## config.mk

```make
export PLATFORM = sky130hd
export DESIGN_NAME = lcd_write_engine
export DESIGN_NICKNAME = d
export VERILOG_FILES = /design/src/rtl/lcd_pkg.sv /design/src/rtl/lcd_delay_counter.sv /design/src/rtl/lcd_write_engine.sv
export SDC_FILE = /design/constraint.sdc
export NUM_CORES = 1
export LEC_CHECK = 0
export CORE_MARGIN = 4
export CORE_UTILIZATION = 45
export CTS_CLUSTER_SIZE = 40
export DETAILED_ROUTE_END_ITERATION = 12
export GPL_ROUTABILITY_DRIVEN = 0
export PLACE_DENSITY = 0.78
export RECOVER_POWER = 100
export SETUP_SLACK_MARGIN = 0.5
export SYNTH_ARGS = -nofsm -noshare
export SYNTH_HDL_FRONTEND = slang
export SYNTH_HIERARCHICAL = 1
export SYNTH_SLANG_ARGS = --single-unit
```

## constraint.sdc

```tcl
create_clock -name clk -period 3.7 [get_ports clk]
set_input_delay 0.74 -clock clk [delete_from_list [all_inputs] [get_ports clk]]
set_output_delay 0.74 -clock clk [all_outputs]
set_load 0.05 [all_outputs]
```

## src/rtl/lcd_pkg.sv

```systemverilog
// Shared types and constants for the HD44780-style LCD write path.
package lcd_pkg;

   typedef enum logic [2:0] {
      IDLE,
      SETUP,
      EN_HI,
      HOLD,
      WAIT_EXEC
   } lcd_state_e;

   localparam logic [7:0] CMD_CLEAR = 8'h01;
   localparam logic [7:0] CMD_HOME  = 8'h02;

   // Clear display and return home both take the long execution time;
   // any non-zero command using only bits [1:0] belongs to that group.
   function automatic logic is_clear_home(input logic rs, input logic [7:0] d);
      return !rs && ((d | CMD_CLEAR | CMD_HOME) == (CMD_CLEAR | CMD_HOME)) && (d != 8'h00);
   endfunction

   function automatic int max2(input int a, input int b);
      return (a > b) ? a : b;
   endfunction

endpackage

```

## src/rtl/lcd_delay_counter.sv

```systemverilog
// Shared phase timer: loads on state entry, counts down, flags zero.
module lcd_delay_counter #(
   parameter int W = 8
) (
   input  logic         clk,
   input  logic         reset,
   input  logic         load,
   input  logic [W-1:0] load_val,
   output logic         zero
);

   logic [W-1:0] cnt_q, cnt_d;

   always_comb begin
      cnt_d = cnt_q;
      if (load) begin
         cnt_d = load_val;
      end else if (cnt_q != '0) begin
         cnt_d = cnt_q - W'(1);
      end
   end

   always_ff @(posedge clk) begin
      if (reset) begin
         cnt_q <= '0;
      end else begin
         cnt_q <= cnt_d;
      end
   end

   assign zero = (cnt_q == '0);

endmodule

```

## src/rtl/lcd_write_engine.sv

```systemverilog
// Write-only LCD bus sequencer: setup / enable / hold strobing per byte or
// nibble, followed by the controller's execution wait.
module lcd_write_engine
   import lcd_pkg::*;
#(
   parameter int BUS4    = 0,
   parameter int T_SETUP = 4,
   parameter int T_EN    = 12,
   parameter int T_HOLD  = 4,
   parameter int T_CMD   = 2000,
   parameter int T_CLR   = 80000
) (
   input  logic       clk,
   input  logic       reset,
   input  logic       valid,
   input  logic       rs_in,
   input  logic [7:0] data_in,
   output logic       ready,
   output logic       done,
   output logic       lcd_rs,
   output logic       lcd_rw,
   output logic       lcd_e,
   output logic [7:0] lcd_d
);

   localparam int T_MAX = max2(max2(max2(T_SETUP, T_EN), max2(T_HOLD, T_CMD)), T_CLR);
   localparam int CW    = $clog2(T_MAX + 1);

   localparam logic [CW-1:0] LD_SETUP = CW'(T_SETUP - 1);
   localparam logic [CW-1:0] LD_EN    = CW'(T_EN - 1);
   localparam logic [CW-1:0] LD_HOLD  = CW'(T_HOLD - 1);
   localparam logic [CW-1:0] LD_CMD   = CW'(T_CMD - 1);
   localparam logic [CW-1:0] LD_CLR   = CW'(T_CLR - 1);

   if (T_SETUP < 1 || T_EN < 1 || T_HOLD < 1 || T_CMD < 1 || T_CLR < 1 ||
       (BUS4 != 0 && BUS4 != 1)) begin : g_param_check
      $error("lcd_write_engine: T_* parameters must be >= 1 and BUS4 must be 0 or 1");
   end

   lcd_state_e      state_q, state_d;
   logic            rs_q, rs_d;
   logic [7:0]      data_q, data_d;
   logic            phase_q, phase_d;
   logic            done_q, done_d;
   logic            e_q, e_d;
   logic [7:0]      bus_q, bus_d;
   logic            cnt_load;
   logic [CW-1:0]   cnt_val;
   logic            cnt_zero;

   lcd_delay_counter #(.W(CW)) u_delay (
      .clk      (clk),
      .reset    (reset),
      .load     (cnt_load),
      .load_val (cnt_val),
      .zero     (cnt_zero)
   );

   always_comb begin
      state_d  = state_q;
      rs_d     = rs_q;
      data_d   = data_q;
      phase_d  = phase_q;
      done_d   = 1'b0;
      cnt_load = 1'b0;
      cnt_val  = '0;
      case (state_q)
         IDLE: begin
            if (valid) begin
               rs_d     = rs_in;
               data_d   = data_in;
               phase_d  = 1'b0;
               state_d  = SETUP;
               cnt_load = 1'b1;
               cnt_val  = LD_SETUP;
            end
         end
         SETUP: begin
            if (cnt_zero) begin
               state_d  = EN_HI;
               cnt_load = 1'b1;
               cnt_val  = LD_EN;
            end
         end
         EN_HI: begin
            if (cnt_zero) begin
               state_d  = HOLD;
               cnt_load = 1'b1;
               cnt_val  = LD_HOLD;
            end
         end
         HOLD: begin
            if (cnt_zero) begin
               cnt_load = 1'b1;
               if (BUS4 != 0 && !phase_q) begin
                  phase_d = 1'b1;
                  state_d = SETUP;
                  cnt_val = LD_SETUP;
               end else begin
                  state_d = WAIT_EXEC;
                  cnt_val = is_clear_home(rs_q, data_q) ? LD_CLR : LD_CMD;
               end
            end
         end
         WAIT_EXEC: begin
            if (cnt_zero) begin
               state_d = IDLE;
               done_d  = 1'b1;
            end
         end
         default: state_d = IDLE;
      endcase

      // Outputs are registered from next-state values so they line up with state_q.
      e_d = (state_d == EN_HI);
      if (BUS4 != 0) begin
         bus_d = {(phase_d ? data_d[3:0] : data_d[7:4]), 4'h0};
      end else begin
         bus_d = data_d;
      end
   end

   always_ff @(posedge clk) begin
      if (reset) begin
         state_q <= IDLE;
         rs_q    <= 1'b0;
         data_q  <= '0;
         phase_q <= 1'b0;
         done_q  <= 1'b0;
         e_q     <= 1'b0;
         bus_q   <= '0;
      end else begin
         state_q <= state_d;
         rs_q    <= rs_d;
         data_q  <= data_d;
         phase_q <= phase_d;
         done_q  <= done_d;
         e_q     <= e_d;
         bus_q   <= bus_d;
      end
   end

   assign ready  = (state_q == IDLE);
   assign done   = done_q;
   assign lcd_rs = rs_q;
   assign lcd_rw = 1'b0;
   assign lcd_e  = e_q;
   assign lcd_d  = bus_q;

endmodule
```

Word level (Yosys, flattened, before mapping)
Cells that the tools add are included.
W data, S select, Z words.

storage, ports and cells
  input bits = 12
  word-level logic and storage cells = 42
  register bits = 31
  output and inout port bits = 13

cells by class
  reductions and logical operators = 12
  add/sub/neg operators = 1
  bitwise operators = 1
  equality and inequality tests = 5
  mux-type cells = 17

operator list
  operator                 count
  $mux W17                 4
  $pmux W17 S4             1
  $logic_not A17 Y1        1
  $reduce_bool A17 Y1      1
  $sub A17 B1 Y17 const B  1
  $mux W3                  5
  $pmux W3 S5              1
  $eq A3 B2 Y1 const B     3
  $reduce_bool A8 Y1       1
  $logic_not A6 Y1         1
  $mux W2                  2
  $mux W4                  1
  $eq A3 B1 Y1 const B     1
  $eq A3 B3 Y1 const B     1
  $logic_not A3 Y1         1
  $reduce_or A3 Y1         1
  $logic_and A1 B1 Y1      2
  $mux W1                  2
  $pmux W1 S2              1
  $reduce_and A2 Y1        1
  $reduce_bool A2 Y1       1
  $reduce_or A2 Y1         1
  $logic_not A1 Y1         1
  $not A1 Y1               1

Depth between registers and ports, before layout
  word-level depth = 7
  mapped depth = 13
  mapped depth without buffers = 11

Hierarchy
Netlist, hierarchy kept.

modules (own cells, without submodules)
  module             seq. area each (um^2)  cells an instance  instances  area each (um^2)
  lcd_delay_counter  340.3                  112                1          930.9
  lcd_write_engine   280.3                  78                 1          725.7

Worst setup path before layout
Ideal clock, no wire load.

  kind = reg2reg
  from = register u_delay.cnt_q[0]
  to = register u_delay.cnt_q[0]
  data arrival time = 2.505 ns
  data required time = 3.567 ns
  cell stages (with the launch flop) = 14
  clock period less this slack = 2.638 ns
  buffers on the path = 2
  path slack = 1.062 ns
  library setup time = 0.133 ns
  cell sequence = dfxtp_1 -> inv_1 -> ha_1 -> nor4b_1 -> nand4b_1 -> or2_4 -> inv_2 -> buf_6 -> o21ai_0 -> a21oi_1 -> clkbuf_1 -> nor3_1 -> mux2i_1 -> o21ai_0

between the ends
  cells in the longest elaborated chain, start to end = 4
  elaborated cells between the ends (all ways) = 12
  those cells by class = add/sub (1); mux (8); reduce/logical (3)

ends and longest elaborated chain
  what                                            line                                                                    source
  start, declared                                 lcd_delay_counter.sv:12                                                 logic [W-1:0] cnt_q, cnt_d;
  start signal, assigned                          lcd_delay_counter.sv:27                                                 cnt_q <= cnt_d;
  $logic_not A17 Y1 (*)                           lcd_delay_counter.sv:31                                                 assign zero = (cnt_q == '0);
  via cnt_zero                                    lcd_write_engine.sv:49                                                  logic cnt_zero;
  $mux W1 (*)                                     lcd_write_engine.sv:79, lcd_write_engine.sv:86, lcd_write_engine.sv:93
  $pmux W1 S2 (*)                                 lcd_write_engine.sv:67                                                  case (state_q)
  via cnt_load                                    lcd_write_engine.sv:47                                                  logic cnt_load;
  $mux W17 or $reduce_bool A2 Y1 (tied branches)  n/a

Mark *: on every way through the listed nets, which the timed path passes. The rest lies on a longest branch. The select of a mux whose other input is x is not followed.
A chain may end at the register's enable or synchronous reset.

Final worst setup path
  from = register u_delay.cnt_q[0]
  to = register u_delay.cnt_q[13]

The elaborated chain is that of the path after synthesis.

==> flow_summary_export.csv <==
group,metric,value,unit
run_status,status,"complete, no violations",
setup_path,worstSetupEndpointType,"flip-flop",
final_layout,syn2layout_area_growth,20.4,%
final_layout,final_nets,228,
yosys,synth_top_area_cell,"dfxtp_1",
sta,finalCritPeriodShare,85.3,%
route,vias,1317,
grt,grt_pass1_vias,1221,
grt,grt.total_usage,15.4,%
yosys,yosysUniqueCellTypes,46,
clock_network,root_buffer,"clkbuf_8",
yosys,synth-async-reset-ratio,0,%
die,core,3440,µm²
route,ant_nets,0,
yosys,ys_warn_count,6,
die,die_h,68.7,µm
grt,grt.overflow.total,0,
clock_network,cts_max_level,2,
placed_design,place_area,1930,µm²
sta,tns,0,ns
yosys,synth_area,1660,µm²
sta,hold_violations,0,
grt,antenna_found_initial,0,
placed_design,place_ws,0.747,ns
setup_path,critical_path_peak_fanout,14,
die,dieArea,4720,µm²
yosys,synthTopCellsByArea,"dfxtp_1, nand2b_1, mux2i_1, nand2_1, xnor2_1",
route,wl_per_cell,11.8,µm
yosys,synth_edf_count,0,
route,firstDrtPassIters,4,
route,drt_iter0_drc,75,
route,drt_wl_total,3100,µm
pwr,cellPowerDensity,785,nW/µm²
die,start_util,48.1,%
sta,fmax,317,MHz
clock_network,cts_tree,"yes",
clock_network,cts_buffer_depth,2,
die,ios,25,
route,drcViolationCount,0,
final_layout,finalInstanceArea,1990,µm²
yosys,synth.top_cell.area_share,37.5,%
placed_design,hpwl,2300,µm
pwr,finalPower,1570,µW
sta,setup_viol,0,
setup_path,required,3.90,ns
min_path,holdCritPathClass,"flip-flop to flip-flop",
pwr,leakagePower,0.000789,µW
job,max-cap-violations,0,
setup_path,cp-start-kind,"flip-flop",
final_layout,num-fill-cells,333,
final_layout,drive_gt1_share,10.6,%
sta,rsz0062_at_grt,"no",
placed_design,numPortBuffers,23,
sta,period_minus_slack,3.16,ns
clock_network,path_clk_slew,0.07,ns
clock_network,cts_resized,0,
clock_network,cts_sinks,31,
grt,grt_pass1_wl,5320,µm
final_layout,fin_util,57.9,%
sta,setup_ws,0.544,ns
sta,slew_violations,0,
sta,worst_pin_slew,0.519,ns
yosys,ys_dominant_reg_cell,"dfxtp_1",
setup_path,crit_arrival,3.36,ns
grt,grt_max_degree,23,
die,placementRows,21,
sta,finClkSkew,0.00773,ns
final_layout,antenna_cells,0,
pwr,peakVddDrop,0.000271,V
route,post_drt_via_cell_ratio,5.03,
clock_network,clk-insertion-delay-late,0.28,ns
yosys,ys_seq_area_share,37.5,%
die,die_w,68.7,µm
sta,maxSlewHeadroom,65.1,%
clock_network,cts_hold_buf,0,
yosys,synth_cells,190,
yosys,synth_seq_cells,31,
yosys,syn_area_per_cell,8.72,µm²
clock_network,cts_setup_buffers,0,
setup_path,crit_type,"flip-flop to flip-flop",
clock_network,numCtsBuffers,5,
## final cells by class
cell class	count	area [µm²]	area share [%]
Sequential cell	31	621	31.1
Clock inverter	1	5.00	0.251
Tap cell	46	57.6	2.89
Clock buffer	7	76.3	3.83
Inverter	4	15.0	0.753
Multi-Input combinational cell	146	960	48.1
Timing Repair Buffer	27	260	13.0
## cell usage after synthesis (4+ instances only)
cell	count
nor3_1	10
nor2_1	10
o21ai_0	8
nand2b_1	20
nor4_1	4
mux2i_1	11
a21oi_1	6
buf_2	4
dfxtp_1	31
nand2_1	20
xnor2_1	8
clkbuf_1	4
## flip-flops by register name, summed over array words and instances, names as in the netlist
name / flops
lcd_d: 8
lcd_rs: 1
u_delay/cnt_q: 17
done: 1
state_q: 3
lcd_e: 1
## cells in the final DEF (no fill, tap or decap), types with 3 or more instances in the layout
| cell type | count |
|---|---|
| nand2b_1 | 20 |
| clkdlybuf4s50_1 | 10 |
| nand2_1 | 21 |
| buf_4 | 4 |
| mux2i_1 | 11 |
| nor4_1 | 4 |
| conb_1 | 3 |
| nand3b_1 | 3 |
| nor2_1 | 10 |
| xnor2_1 | 8 |
| clkbuf_8 | 5 |
| o21ai_0 | 10 |
| or2_2 | 3 |
| dlygate4sd3_1 | 13 |
| nor3_1 | 10 |
| a21oi_1 | 6 |
| dfxtp_1 | 31 |
| inv_1 | 4 |
## power by group
part / switching [µW] / leakage, µW / total (µW) / internal [µW]
registers: 88.2 / 0.000254 / 510 / 421
logic: 451 / 0.000493 / 806 / 355
clock network: 118 / 0.0000422 / 250 / 132
## metrics by stage
step | std cells | hold slack (ns)
after CTS | 262 | 0.493
after global routing | 262 | 0.511
after global placement | 254 | 0.475
after detailed placement | 254 | 0.483
final | 262 | 0.486
after floorplan | 192 | 0.484
## routing by layer
metal	vias to the layer above	track usage, %	share of wire [%]
met5	-	0	0
met2	22	24.2	45
met4	0	7.44	1.9
met3	6	5.19	4.7
met1	581	18.6	49
li1	708	-	-
## kinds of logic (layout without fill, tap and decap cells)
| kind of cell | Yosys count | count (layout) | synth area share (%) |
|---|---|---|---|
| other cells | 1 | 3 | 0.226 |
| mux | 12 | 12 | 7.33 |
| flops | 31 | 31 | 37.5 |
| fa+ha+maj | 1 | 1 | 0.755 |
| simple gates | 91 | 91 | 32.9 |
| buf+inv | 15 | 39 | 4.61 |
| xor+xnor | 10 | 10 | 5.29 |
| compound gates | 29 | 29 | 11.5 |
## final timing paths
path	startpoint	to	slack, ns	depth (start not counted)
worst max register to register	u_delay/cnt_q[0]	u_delay/cnt_q[13]	0.54	13
worst max-delay path	u_delay/cnt_q[0]	u_delay/cnt_q[13]	0.54	13
worst min-delay path	lcd_d[6]	lcd_d[6]	0.49	2
worst min register to register	lcd_d[6]	lcd_d[6]	0.49	2
## critical path, stage by stage, from the launching register on
cell and delay, ns:
dfxtp_1 0.33, inv_1 0.08, ha_1 0.21, nor4b_1 0.35, nand4b_1 0.29, or2_0 0.37
inv_1 0.27, o21ai_0 0.21, a21oi_1 0.18, buf_4 0.20, nor2b_1 0.14, buf_4 0.18
nand2_1 0.06, a211oi_1 0.19
No activity file was read; power rests on OpenSTA's default activity.
